==> config.mk <==
export PLATFORM = sky130hd
export DESIGN_NAME = vga_sync_gen
export DESIGN_NICKNAME = d
export VERILOG_FILES = /design/src/rtl/vga_sync_gen_pkg.sv /design/src/rtl/vga_pix_en.sv /design/src/rtl/vga_sync_gen.sv
export SDC_FILE = /design/constraint.sdc
export NUM_CORES = 1
export LEC_CHECK = 0
export BUFFER_PORTS_ARGS = -buffer_cell sky130_fd_sc_hd__buf_2
export CAP_MARGIN = 25
export CELL_PAD_IN_SITES_DETAIL_PLACEMENT = 0
export CELL_PAD_IN_SITES_GLOBAL_PLACEMENT = 1
export CORE_ASPECT_RATIO = 0.8
export CORE_MARGIN = 3
export CORE_UTILIZATION = 39
export DETAILED_ROUTE_END_ITERATION = 10
export GPL_TIMING_DRIVEN = 0
export PLACE_DENSITY_LB_ADDON = 0.1
export SLEW_MARGIN = 15
export SYNTH_ARGS = -nofsm -noshare
export SYNTH_HDL_FRONTEND = slang
export SYNTH_SLANG_ARGS = --single-unit
==> constraint.sdc <==
create_clock -name clk -period 1.9 [get_ports clk]
set_clock_uncertainty 0.05 [all_clocks]
set_input_delay 0.285 -clock clk [delete_from_list [all_inputs] [get_ports clk]]
set_output_delay 0.285 -clock clk [all_outputs]
set_load 0.005 [all_outputs]
==> src/rtl/vga_sync_gen_pkg.sv <==
// Purpose: shared 640x480@60 VGA timing constants and coordinate helpers.
// Latency: n/a (constants and pure functions only).
// Backpressure: n/a. Renderers import this package for active-area bounds.
package vga_sync_gen_pkg;

  // Horizontal timing, in pixels.
  localparam int H_ACTIVE = 640;
  localparam int H_FP     = 16;
  localparam int H_SYNC   = 96;
  localparam int H_BP     = 48;
  localparam int H_TOTAL  = H_ACTIVE + H_FP + H_SYNC + H_BP;   // 800

  // Vertical timing, in lines.
  localparam int V_ACTIVE = 480;
  localparam int V_FP     = 10;
  localparam int V_SYNC   = 2;
  localparam int V_BP     = 33;
  localparam int V_TOTAL  = V_ACTIVE + V_FP + V_SYNC + V_BP;   // 525

  // Inclusive sync pulse windows.
  localparam int HS_START = H_ACTIVE + H_FP;                    // 656
  localparam int HS_END   = HS_START + H_SYNC - 1;              // 751
  localparam int VS_START = V_ACTIVE + V_FP;                    // 490
  localparam int VS_END   = VS_START + V_SYNC - 1;              // 491

  typedef logic [9:0] coord_t;

  localparam coord_t H_LAST = coord_t'(H_TOTAL - 1);
  localparam coord_t V_LAST = coord_t'(V_TOTAL - 1);

  // True when lo <= v <= hi.
  function automatic logic in_window(input coord_t v, input int lo, input int hi);
    return (v >= coord_t'(lo)) && (v <= coord_t'(hi));
  endfunction

endpackage

==> src/rtl/vga_pix_en.sv <==
// Purpose: divides clk into a one-clk pixel-enable strobe every CLK_DIV clks.
// Latency: first strobe CLK_DIV clks after reset release; strobe is registered.
// Backpressure: none, free-running.
// Ports: clk (system clock), rst (async active-low), pix_en (strobe out).
module vga_pix_en #(
  parameter int CLK_DIV = 4
) (
  input  logic clk,
  input  logic rst,
  output logic pix_en
);

  localparam int DW = (CLK_DIV > 2) ? $clog2(CLK_DIV) : 1;
  localparam logic [DW-1:0] DIV_LAST = DW'(CLK_DIV - 1);

  logic [DW-1:0] r_div_cnt;
  logic          r_pix_en;

  always_ff @(posedge clk or negedge rst) begin
    if (!rst) begin
      r_div_cnt <= '0;
      r_pix_en  <= 1'b0;
    end else begin
      // Strobe lands in the cycle after the counter sits on its last value.
      r_pix_en  <= (r_div_cnt == DIV_LAST);
      r_div_cnt <= (r_div_cnt == DIV_LAST) ? '0 : r_div_cnt + DW'(1);
    end
  end

  assign pix_en = r_pix_en;

endmodule

==> src/rtl/vga_sync_gen.sv <==
// Purpose: 640x480@60 VGA timing: h/v counters, registered sync, coords, strobes.
// Latency: outputs lag the counters by one pixel; loaded on the pix_en edge.
// Backpressure: none, free-running; outputs hold between pix_en strobes.
// Ports: clk, rst (async active-low); pix_en, hs, vs, x, y, video_on,
//        line_start, frame_start, frame_cnt (all registered outputs).
// Build option: VGA_FRAME_CNT_EN enables the 16-bit frame counter; otherwise
//        frame_cnt is tied to zero and the port is kept.
import vga_sync_gen_pkg::*;

module vga_sync_gen #(
  parameter int   CLK_DIV = 4,
  parameter logic HS_POL  = 1'b0,
  parameter logic VS_POL  = 1'b0
) (
  input  logic        clk,
  input  logic        rst,
  output logic        pix_en,
  output logic        hs,
  output logic        vs,
  output logic [9:0]  x,
  output logic [9:0]  y,
  output logic        video_on,
  output logic        line_start,
  output logic        frame_start,
  output logic [15:0] frame_cnt
);

  logic   w_pix_en;
  coord_t r_h_cnt, r_v_cnt;
  logic   w_h_last, w_v_last;
  logic   w_hs, w_vs, w_video_on, w_line_first, w_frame_first;

  coord_t r_x, r_y;
  logic   r_hs, r_vs, r_video_on, r_line_start, r_frame_start;

  vga_pix_en #(.CLK_DIV(CLK_DIV)) u_pix_en (
    .clk    (clk),
    .rst    (rst),
    .pix_en (w_pix_en)
  );

  assign w_h_last = (r_h_cnt == H_LAST);
  assign w_v_last = (r_v_cnt == V_LAST);

  always_ff @(posedge clk or negedge rst) begin
    if (!rst) begin
      r_h_cnt <= '0;
      r_v_cnt <= '0;
    end else if (w_pix_en) begin
      if (w_h_last) begin
        r_h_cnt <= '0;
        r_v_cnt <= w_v_last ? '0 : r_v_cnt + coord_t'(1);
      end else begin
        r_h_cnt <= r_h_cnt + coord_t'(1);
      end
    end
  end

  // Decode of the pre-increment counters; registered below on the same edge.
  assign w_hs          = in_window(r_h_cnt, HS_START, HS_END) ? HS_POL : ~HS_POL;
  assign w_vs          = in_window(r_v_cnt, VS_START, VS_END) ? VS_POL : ~VS_POL;
  assign w_video_on    = (r_h_cnt < coord_t'(H_ACTIVE)) && (r_v_cnt < coord_t'(V_ACTIVE));
  assign w_line_first  = (r_h_cnt == '0);
  assign w_frame_first = w_line_first && (r_v_cnt == '0);

  always_ff @(posedge clk or negedge rst) begin
    if (!rst) begin
      r_x           <= '0;
      r_y           <= '0;
      r_hs          <= ~HS_POL;
      r_vs          <= ~VS_POL;
      r_video_on    <= 1'b0;
      r_line_start  <= 1'b0;
      r_frame_start <= 1'b0;
    end else if (w_pix_en) begin
      r_x           <= r_h_cnt;
      r_y           <= r_v_cnt;
      r_hs          <= w_hs;
      r_vs          <= w_vs;
      r_video_on    <= w_video_on;
      r_line_start  <= w_line_first;
      r_frame_start <= w_frame_first;
    end else begin
      // Strobes last only the single clk after their loading edge.
      r_line_start  <= 1'b0;
      r_frame_start <= 1'b0;
    end
  end

`ifdef VGA_FRAME_CNT_EN
  logic [15:0] r_frame_cnt;

  always_ff @(posedge clk or negedge rst) begin
    if (!rst) begin
      r_frame_cnt <= '0;
    end else if (w_pix_en && w_frame_first) begin
      r_frame_cnt <= r_frame_cnt + 16'd1;
    end
  end

  assign frame_cnt = r_frame_cnt;
`else
  assign frame_cnt = '0;
`endif

  assign pix_en      = w_pix_en;
  assign hs          = r_hs;
  assign vs          = r_vs;
  assign x           = r_x;
  assign y           = r_y;
  assign video_on    = r_video_on;
  assign line_start  = r_line_start;
  assign frame_start = r_frame_start;

endmodule

======== Yosys cells after proc, flatten, opt, wreduce, memory -nomap -nowiden ========
Index checks and enable logic that the tools add are counted.
cells by class
  $add $sub $neg .......................... 3
  magnitude comparators ................... 6
  equality and inequality tests ........... 3
  mux-type cells .......................... 7
  reductions and logical operators ........ 7
operators by type and width
  operator                                                            number
  adder 10 x 1 -> 10 bit, second input constant                       2
  equality test 10 bit, second input constant                         2
  logical NOT 10 bit                                                  2
  2-to-1 mux 10 bit                                                   2
  greater-or-equal comparator 10 bit, second input constant           1
  greater-or-equal comparator 10 x 9 -> 1 bit, second input constant  1
  less-or-equal comparator 10 bit, second input constant              1
  less-or-equal comparator 10 x 9 -> 1 bit, second input constant     1
  less-than comparator 10 bit, second input constant                  1
  less-than comparator 10 x 9 -> 1 bit, second input constant         1
  logical AND 1 bit                                                   4
  2-to-1 mux 1 bit                                                    4
  adder 2 x 1 -> 2 bit, second input constant                         1
  equality test 2 bit, second input constant                          1
  2-to-1 mux 2 bit                                                    1
  AND reduction 2 bit                                                 1
word-level totals
  register bits after elaboration ......... 48
  output and inout port bits .............. 42
  logic and storage cells ................. 37

======== Longest topological paths before layout ========
Gate-level depths: netlist (run 1).
  depth in word-level cells ............... 3
  depth in mapped cells ................... 6
  mapped depth without buffers ............ 6

======== Cells and area by module ========
Synthesis (run 1) repeated with hierarchy kept, for this count alone.
second synthesis, totals
  cell total of the unflattened synthesis .. 203
  area, all modules ....................... 2,270.9 µm²
by module, submodules not included
  module        times used  cells an instance  area an instance (µm²)
  vga_sync_gen  1           198                2,179.6
  vga_pix_en    1           5                  91.3

======== Worst setup path after synthesis (run 1) ========
Ideal clock, no wire load.
  kind .................................... flip-flop to flip-flop
  start ................................... register r_h_cnt[0]
  end ..................................... register r_v_cnt[9]
  library setup time ...................... 0.079 ns
  data arrival time ....................... 1.845 ns
  slack ................................... -0.075 ns
  stages on the path, launching flop included .. 7
  buffers on the path ..................... 1
  period minus slack after synthesis ...... 1.975 ns
  cells stage by stage .................... dfrtp_1 ha_1 nand4b_1 or3_1 buf_2 or4_1 mux2i_1
on the way
  longest elaborated chain between the ends .. 2
RTL lines
  what                           RTL line            source
  start: declaration             vga_sync_gen.sv:29  coord_t r_h_cnt, r_v_cnt;
  start signal: assignment       vga_sync_gen.sv:54  r_h_cnt <= r_h_cnt + coord_t'(1);
  equality test 10 bit           vga_sync_gen.sv:42  assign w_h_last = (r_h_cnt == H_LAST);
  AND reduction 2 bit (no line)  n/a
  end signal: assignment         vga_sync_gen.sv:52  r_v_cnt <= w_v_last ? '0 : r_v_cnt + coord_t'(1);
  end: declaration               vga_sync_gen.sv:29
No other way between the ends.
A chain may end at the register's enable or synchronous reset.

======== Worst setup path in the final report (run 1) ========
  start ................................... register r_h_cnt[1]
  end ..................................... register r_v_cnt[9]
Same word-level chain as after synthesis.

==> results.md, run 1 <==
* Sequential-to-total area share from yosys stat at about 52%
* Worst hold start: u_pix_en.r_div_cnt[0]
* H-Tree Depth at 2
* Setup crit end kind: flip-flop
* Startpoint types: flip-flop
* Largest stage delay, worst path at 0.47 ns
* CP Max Fanout at 4
* Routed Antenna Nets at 0
* Number of flops mapped to enable cells by yosys at 0
* Vias in the first global route at around 1600
* Number of fill cells at 546
* # diodes at 0
* Xor/xnor cell area share of the yosys netlist at under 10%
* Commonest non-fill, non-tap cell in the layout: dfrtp_1
* Distinct cells, synth at 40
* Die Wd at 91.9 um
* Hold Path End: u_pix_en.r_div_cnt[0]
* Pre-Repair DR Iteration Count at 4
* Hold Path Depth at 1
* Worst reg-to-reg path cell count at 5
* Initial antenna violation count at 0
* Post-synth ARST share at 100%
* Core Region at between 5000 and 6000 um^2
* Multi-input logic area at 983 um^2
* Post-synthesis compound-gate area fraction at approximately 5%
* Hold WS at 0.391 ns
* R2R Path Start: r_h_cnt[1]
* Mapped Avg Cell Area at 11.1 um^2
* Largest net degree at the start of global routing at 31
* Cell leakage power at 1.32 nW
* Simple-gate share of the synthesized area at roughly 15%
* Syn Inst Count at 208
* Synth warn at 0
* Via-to-Cell Ratio at roughly 4.7
* Root buffer cell: clkbuf_8
* Hpwl dp at 3280 um
* Port Buffers at 27
* Pwr dens at 584 nW/um^2
* Worst path required time at 2.07 ns
* CTS sink cnt at 48
* Area Growth Syn to Fin at 21.9%
* R2R setup slack at 0.05 ns
* Tcrit/Tclk final at between 90% and 100%
* Synth Area in Adders at 3.26%
* Layout cells sized above 1 at 35.6%
* Register area at between 1000 and 1500 um^2
* Outcome: finished, final reports clean
* Worst Tran Pin Value at 0.566 ns
* Die area at 6870 um^2
* Rows at 24
* Pins over their slew limit at 0
* Max_cap viols at 0
* Max IR drop VDD at 0.294 mV
* Slew HR at between 60% and 70%
* Cts bufs inserted at 5
* Dpl cells at approximately 330
* Minimum clock period at 1.85 ns
* Crit path cell chain: ha_4 > nand4b_1 > or3_4 > or4_1 > mux2i_1
* CP top delay family: simple AND/OR/NAND/NOR gates
* First-pass GRT wire length at 7730 um
* R2r endpoint: r_v_cnt[9]
* Peak Freq at between 500 and 600 MHz
* RSZ-0062 raised after global routing: yes
* Initial Utilization at 41.2%
* Fin cells at 345
* Ports at 44
* Total track usage at 14.4%
* Post-synth top flop: dfrtp_1
* Largest family of logic cells by synthesized area: simple AND/OR/NAND/NOR gates
* Endpoints failing setup at 0
* Crit path arrival time at approximately 2 ns
* Worst path slowest cell: or4_1
* Yosys reg bits at 48
* Mapped Area at between 2000 and 2500 um^2
* Longest Clk Path Bufs at 2
* Die Span Y at between 70 and 80 um
* GRT overflow at 0
* Mux cell area share after synthesis at 11.5%
* RePlAce Congestion at approximately 0.72
* Clk Latency, worst-skew pair at 0.29 ns
* Wire per inst at 13.4 um
* Initial DRC count at 63
* Clock transition at the registers of the reported paths at 0.08 ns
* Commonest non-fill, non-tap cells in the layout: dfrtp_1 (44), buf_2 (30), buf_4 (25)
* CTS tree: done
* Critical path class: flip-flop to flip-flop
* Post-route DRC at 0
* Fin. Hold Viols at 0
* Crit path buffers/inverters at 0
* Hold WC Path Type: flip-flop to flip-flop
* Vias at 1625
* Net count reported at finish at 275
* WL final at 4630 um
## registers in the layout, indices dropped and copies added (netlist names)
| signal | flops |
|---|---|
| r_v_cnt | 10 |
| vs | 1 |
| u_pix_en.r_div_cnt | 2 |
| video_on | 1 |
| u_pix_en.pix_en | 1 |
| frame_start | 1 |
| r_h_cnt | 10 |
| y | 10 |
| line_start | 1 |
| hs | 1 |
| x | 10 |
## worst max path at each step
| stage | cells past startpoint | start | endpoint |
|---|---|---|---|
| finish | 5 | r_h_cnt[1] | r_v_cnt[9] |
| CTS | 6 | r_h_cnt[5] | r_v_cnt[9] |
| floorplan | 6 | r_h_cnt[1] | r_v_cnt[9] |
| global route | 5 | r_h_cnt[1] | r_v_cnt[9] |
| detailed placement | 5 | r_h_cnt[1] | r_v_cnt[7] |
| global placement | 5 | r_h_cnt[1] | r_v_cnt[7] |
## cell families (layout without fill, tap and decap cells)
kind of cell             after synthesis  count (layout)
multiplexers                          24              24
AO/OA/AOI/OAI                         21              21
AND/OR/NAND/NOR                       61              61
buffers and inverters                 38              82
flip-flops                            48              48
adder cells (fa/ha/maj)                6               6
other                                  1              16
XOR/XNOR                               9               9
## layer usage
metal	global-route usage, %	vias up	routed length [um]
met4	5.44	0	39
met5	0	-	0
met3	3.80	5	256
met1	20.9	772	2390
li1	-	808	-
met2	20.6	40	1940
## Yosys cell counts (2+ instances only)
library cell / instances / area [um^2]
dfrtp_1: 46 / 1150
mux2_2: 20 / 225
buf_4: 16 / 120
nand2_1: 11 / 41.3
nand3_1: 11 / 55.1
inv_1: 10 / 37.5
o21ai_0: 10 / 50.1
nand4_1: 8 / 50.1
a21oi_1: 7 / 35.0
nor2_1: 7 / 26.3
xnor2_1: 7 / 61.3
ha_1: 6 / 75.1
clkbuf_1: 5 / 18.8
buf_2: 4 / 20.0
mux2i_1: 4 / 40.0
nor3_1: 3 / 15.0
or3_1: 3 / 18.8
and4_1: 2 / 17.5
buf_1: 2 / 7.51
dfstp_2: 2 / 52.6
nand4b_1: 2 / 17.5
nor4_1: 2 / 12.5
nor4b_1: 2 / 17.5
xor2_1: 2 / 17.5
## report_power, final
group	switching, mW	internal (mW)
logic	0.0321	0.0268
clock network	0.305	0.254
registers	0	1.02
## per-stage QoR
| stage | power (mW) | util, % | area [um^2] | TNS [ns] | worst slack, ns |
|---|---|---|---|---|---|
| final | 1.64 | 50.2 | 2810 | 0 | 0.0540 |
| after floorplan | 1.07 | - | 2370 | -0.0363 | -0.0363 |
| after detailed placement | 1.10 | 46.9 | 2620 | -0.986 | -0.223 |
| after global placement | 1.09 | 46.6 | 2600 | -0.680 | -0.188 |
| after global routing | 1.72 | 50.2 | 2810 | -0.00761 | -0.00761 |
| after CTS | 1.67 | 49.7 | 2780 | -0.0679 | -0.0540 |
## timing repair
action,4_1_cts,5_1_grt
hold buffers,1,0
endpoints found under the hold margin,16,0
resized for setup,3,5
setup endpoints to repair,8,8
buffers inserted,7,2
pin swaps,3,4
## layout make-up
class	instances	area share [%]
well taps	78	3.48
inverters	10	1.34
multi-input cells	137	35.0
flip-flops and latches	48	43.0
plain buffers	27	6.15
repair buffers	38	8.29
clock buffers	7	2.72
No activity file was read; power rests on OpenSTA's default activity.
==> inputs of run 2 (changes only) <==
ABC_AREA = 1   (was default)
CORE_UTILIZATION = 37   (was 39)
==> results.md, run 2 <==
* RSZ-0062 raised after global routing: no
* Post_cts resized at 0
* R2R setup slack at about 0.17 ns
* Worst setup margin at roughly 0.17 ns
* Most used cell, CP: inv_1
* Peak Freq at roughly 580 MHz
* Root buffer cell: clkbuf_8
* Die Span Y at just under 80 um
* Port Buffers at 27
* Clock transition at the registers of the reported paths at about 0.09 ns
* Commonest non-fill, non-tap cells in the layout: nand2_1 (77), dfrtp_1 (46), buf_2 (31)
* CP top delay family: simple AND/OR/NAND/NOR gates
* Pre-CTS WS at ~0.22 ns
* Startpoint types: flip-flop
* Largest stage delay, worst path at between 0.4 and 0.5 ns
* Crit path cell chain: inv_1 > ha_1 > inv_1 > nor2_1 > nand4_1 > nand3b_1 > o21ai_0
* Die area at 7490 um^2
* GRT overflow at 0
* Largest area contributor in the netlist: dfrtp_1
* Post CTS Setup Buffer Count at 0
* Fin. Hold Viols at 0
* First-pass GRT wire length at 9090 um
* Worst Setup SP: r_v_cnt[0]
* Outcome: finished, final reports clean
* Vias in the first global route at 1756
* Max IR drop VDD at 0.316 mV
* Crit path buffers/inverters at 2
* Syn Inst Count at 287
* Core Region at ~6100 um^2
* Vias at 1959
* Number of flops mapped to enable cells by yosys at 0
* Crit path arrival time at 1.86 ns
* Commonest cells in the synthesized netlist: nand2_1 (77), dfrtp_1 (46), nor2_1 (29)
* Minimum clock period at between 1.5 and 2 ns
* Mapped Avg Cell Area at 8.36 um^2
* Wire per inst at 13.4 um
* Pwr dens at between 500 and 600 nW/um^2
* Commonest non-fill, non-tap cell in the layout: nand2_1
* Final setup TNS at 0 ns
* Cell with the most instances after synthesis: nand2_1
* Ports at 44
* Hold Buf Count CTS at 1
* Worst reg-to-reg path cell count at 7
* Setup crit end kind: flip-flop
* Post-synth ARST share at 100%
* Clk Latency, worst-skew pair at 0.30 ns
* Tcrit/Tclk final at 90.9%
* Worst path slowest cell: dfrtp_1
* # diodes at 0
* Layout cells sized above 1 at 19.5%
* WL final at ~5600 um
* Die Wd at 96.0 um
* Pins over their slew limit at 0
* Setup crit end: r_v_cnt[3]
* Max_cap viols at 0
* Cts bufs inserted at 5
* Hpwl dp at 4090 um
* Initial antenna violation count at 0
* Endpoints failing setup at 0
* Cell leakage power at 1.43 nW
* Main area contributors after synthesis: dfrtp_1 (48%), nand2_1 (12%), buf_4 (5.3%)
* CTS sink cnt at 48
* Post-route DRC at 0
* Worst Tran Pin Value at ~0.50 ns
* Post-synth top flop: dfrtp_1
* Longest Clk Path Bufs at 2
* Routed Antenna Nets at 0
* Synth top area share at 48.0%
* Critical path class: flip-flop to flip-flop
* Via-to-Cell Ratio at 4.68
* Total track usage at between 10% and 20%
* Initial Utilization at 39.3%
* Mapped Area at approximately 2400 um^2
* CP Max Fanout at 6
* Sequential-to-total area share from yosys stat at ~50%
* Initial DRC count at 98
* Worst path required time at 2.03 ns
* Net count reported at finish at around 350
* Hold WC Path Type: input pin to async pin
* Largest net degree at the start of global routing at 34
* Area Growth Syn to Fin at 16.6%
* Rows at 25
* Cell count along the critical path at 7
* Distinct cells, synth at 29
* CTS tree: done
* Pre-Repair DR Iteration Count at 4
* Synth warn at 0
* Yosys reg bits at 48
* R2r endpoint: r_v_cnt[3]
* Slew HR at 66.5%
* H-Tree Depth at 2
* RePlAce Congestion at 0.805
* R2R Path Start: r_v_cnt[0]
## run 2: power by group
group	internal, mW	switching (mW)	leakage (nW)
Combinational	0.0268	0.0332	0.767
Clock	0.254	0.330	0.0383
Sequential	1.02	0	0.629
## run 2: how the worst min path moves through the flow
stage | start | endpoint | cells after the start
detailed placement | rst | x[1] | 1
floorplan | rst | frame_start | 0
finish | rst | x[2] | 2
global placement | u_pix_en.r_div_cnt[0] | u_pix_en.r_div_cnt[0] | 1
CTS | rst | x[1] | 2
global route | rst | x[1] | 2
## run 2: area by class of cell
| class | instances | area [um^2] |
|---|---|---|
| inverters | 27 | 101 |
| flip-flops and latches | 48 | 1200 |
| repair buffers | 29 | 165 |
| fillers | 622 | 3300 |
| well taps | 81 | 101 |
| multi-input cells | 203 | 985 |
| plain buffers | 24 | 166 |
| clock buffers | 7 | 76.3 |
## run 2: cell families after synthesis
kind of cell,after synthesis,synth area share (%)
buf+inv,51,11.2
xor+xnor,6,2.19
simple gates,145,26.5
fa+ha+maj,6,3.13
other cells,1,0.156
compound gates,30,6.73
flops,48,50.2
## run 2: worst reg2reg max path: stages (launching register included)
cell and delay, ns:
dfrtp_1 0.45, inv_1 0.21, ha_1 0.18, inv_1 0.05
nor2_1 0.12, nand4_1 0.29, nand3b_1 0.18, o21ai_0 0.09
## run 2: through the flow
stage	cell area, um^2	cells	total power, mW	hold WS (ns)	utilization, %
after floorplan	2460	302	1.07	-0.0606	-
after global placement	2690	410	1.09	0.365	44.1
after detailed placement	2710	411	1.10	0.195	44.5
after CTS	2800	419	1.69	0.399	45.9
after global routing	2800	419	1.73	0.421	45.9
final	2800	419	1.66	0.389	45.9
## run 2: per-layer routing
| layer | GRT usage, % | vias up | share of wire [%] | wire length (um) |
|---|---|---|---|---|
| met4 | 3.84 | 0 | 0.71 | 40 |
| met5 | 0 | - | 0 | 0 |
| met2 | 21.4 | 51 | 40 | 2240 |
| li1 | - | 994 | - | - |
| met3 | 3.45 | 5 | 6.6 | 369 |
| met1 | 25.8 | 909 | 53 | 2970 |
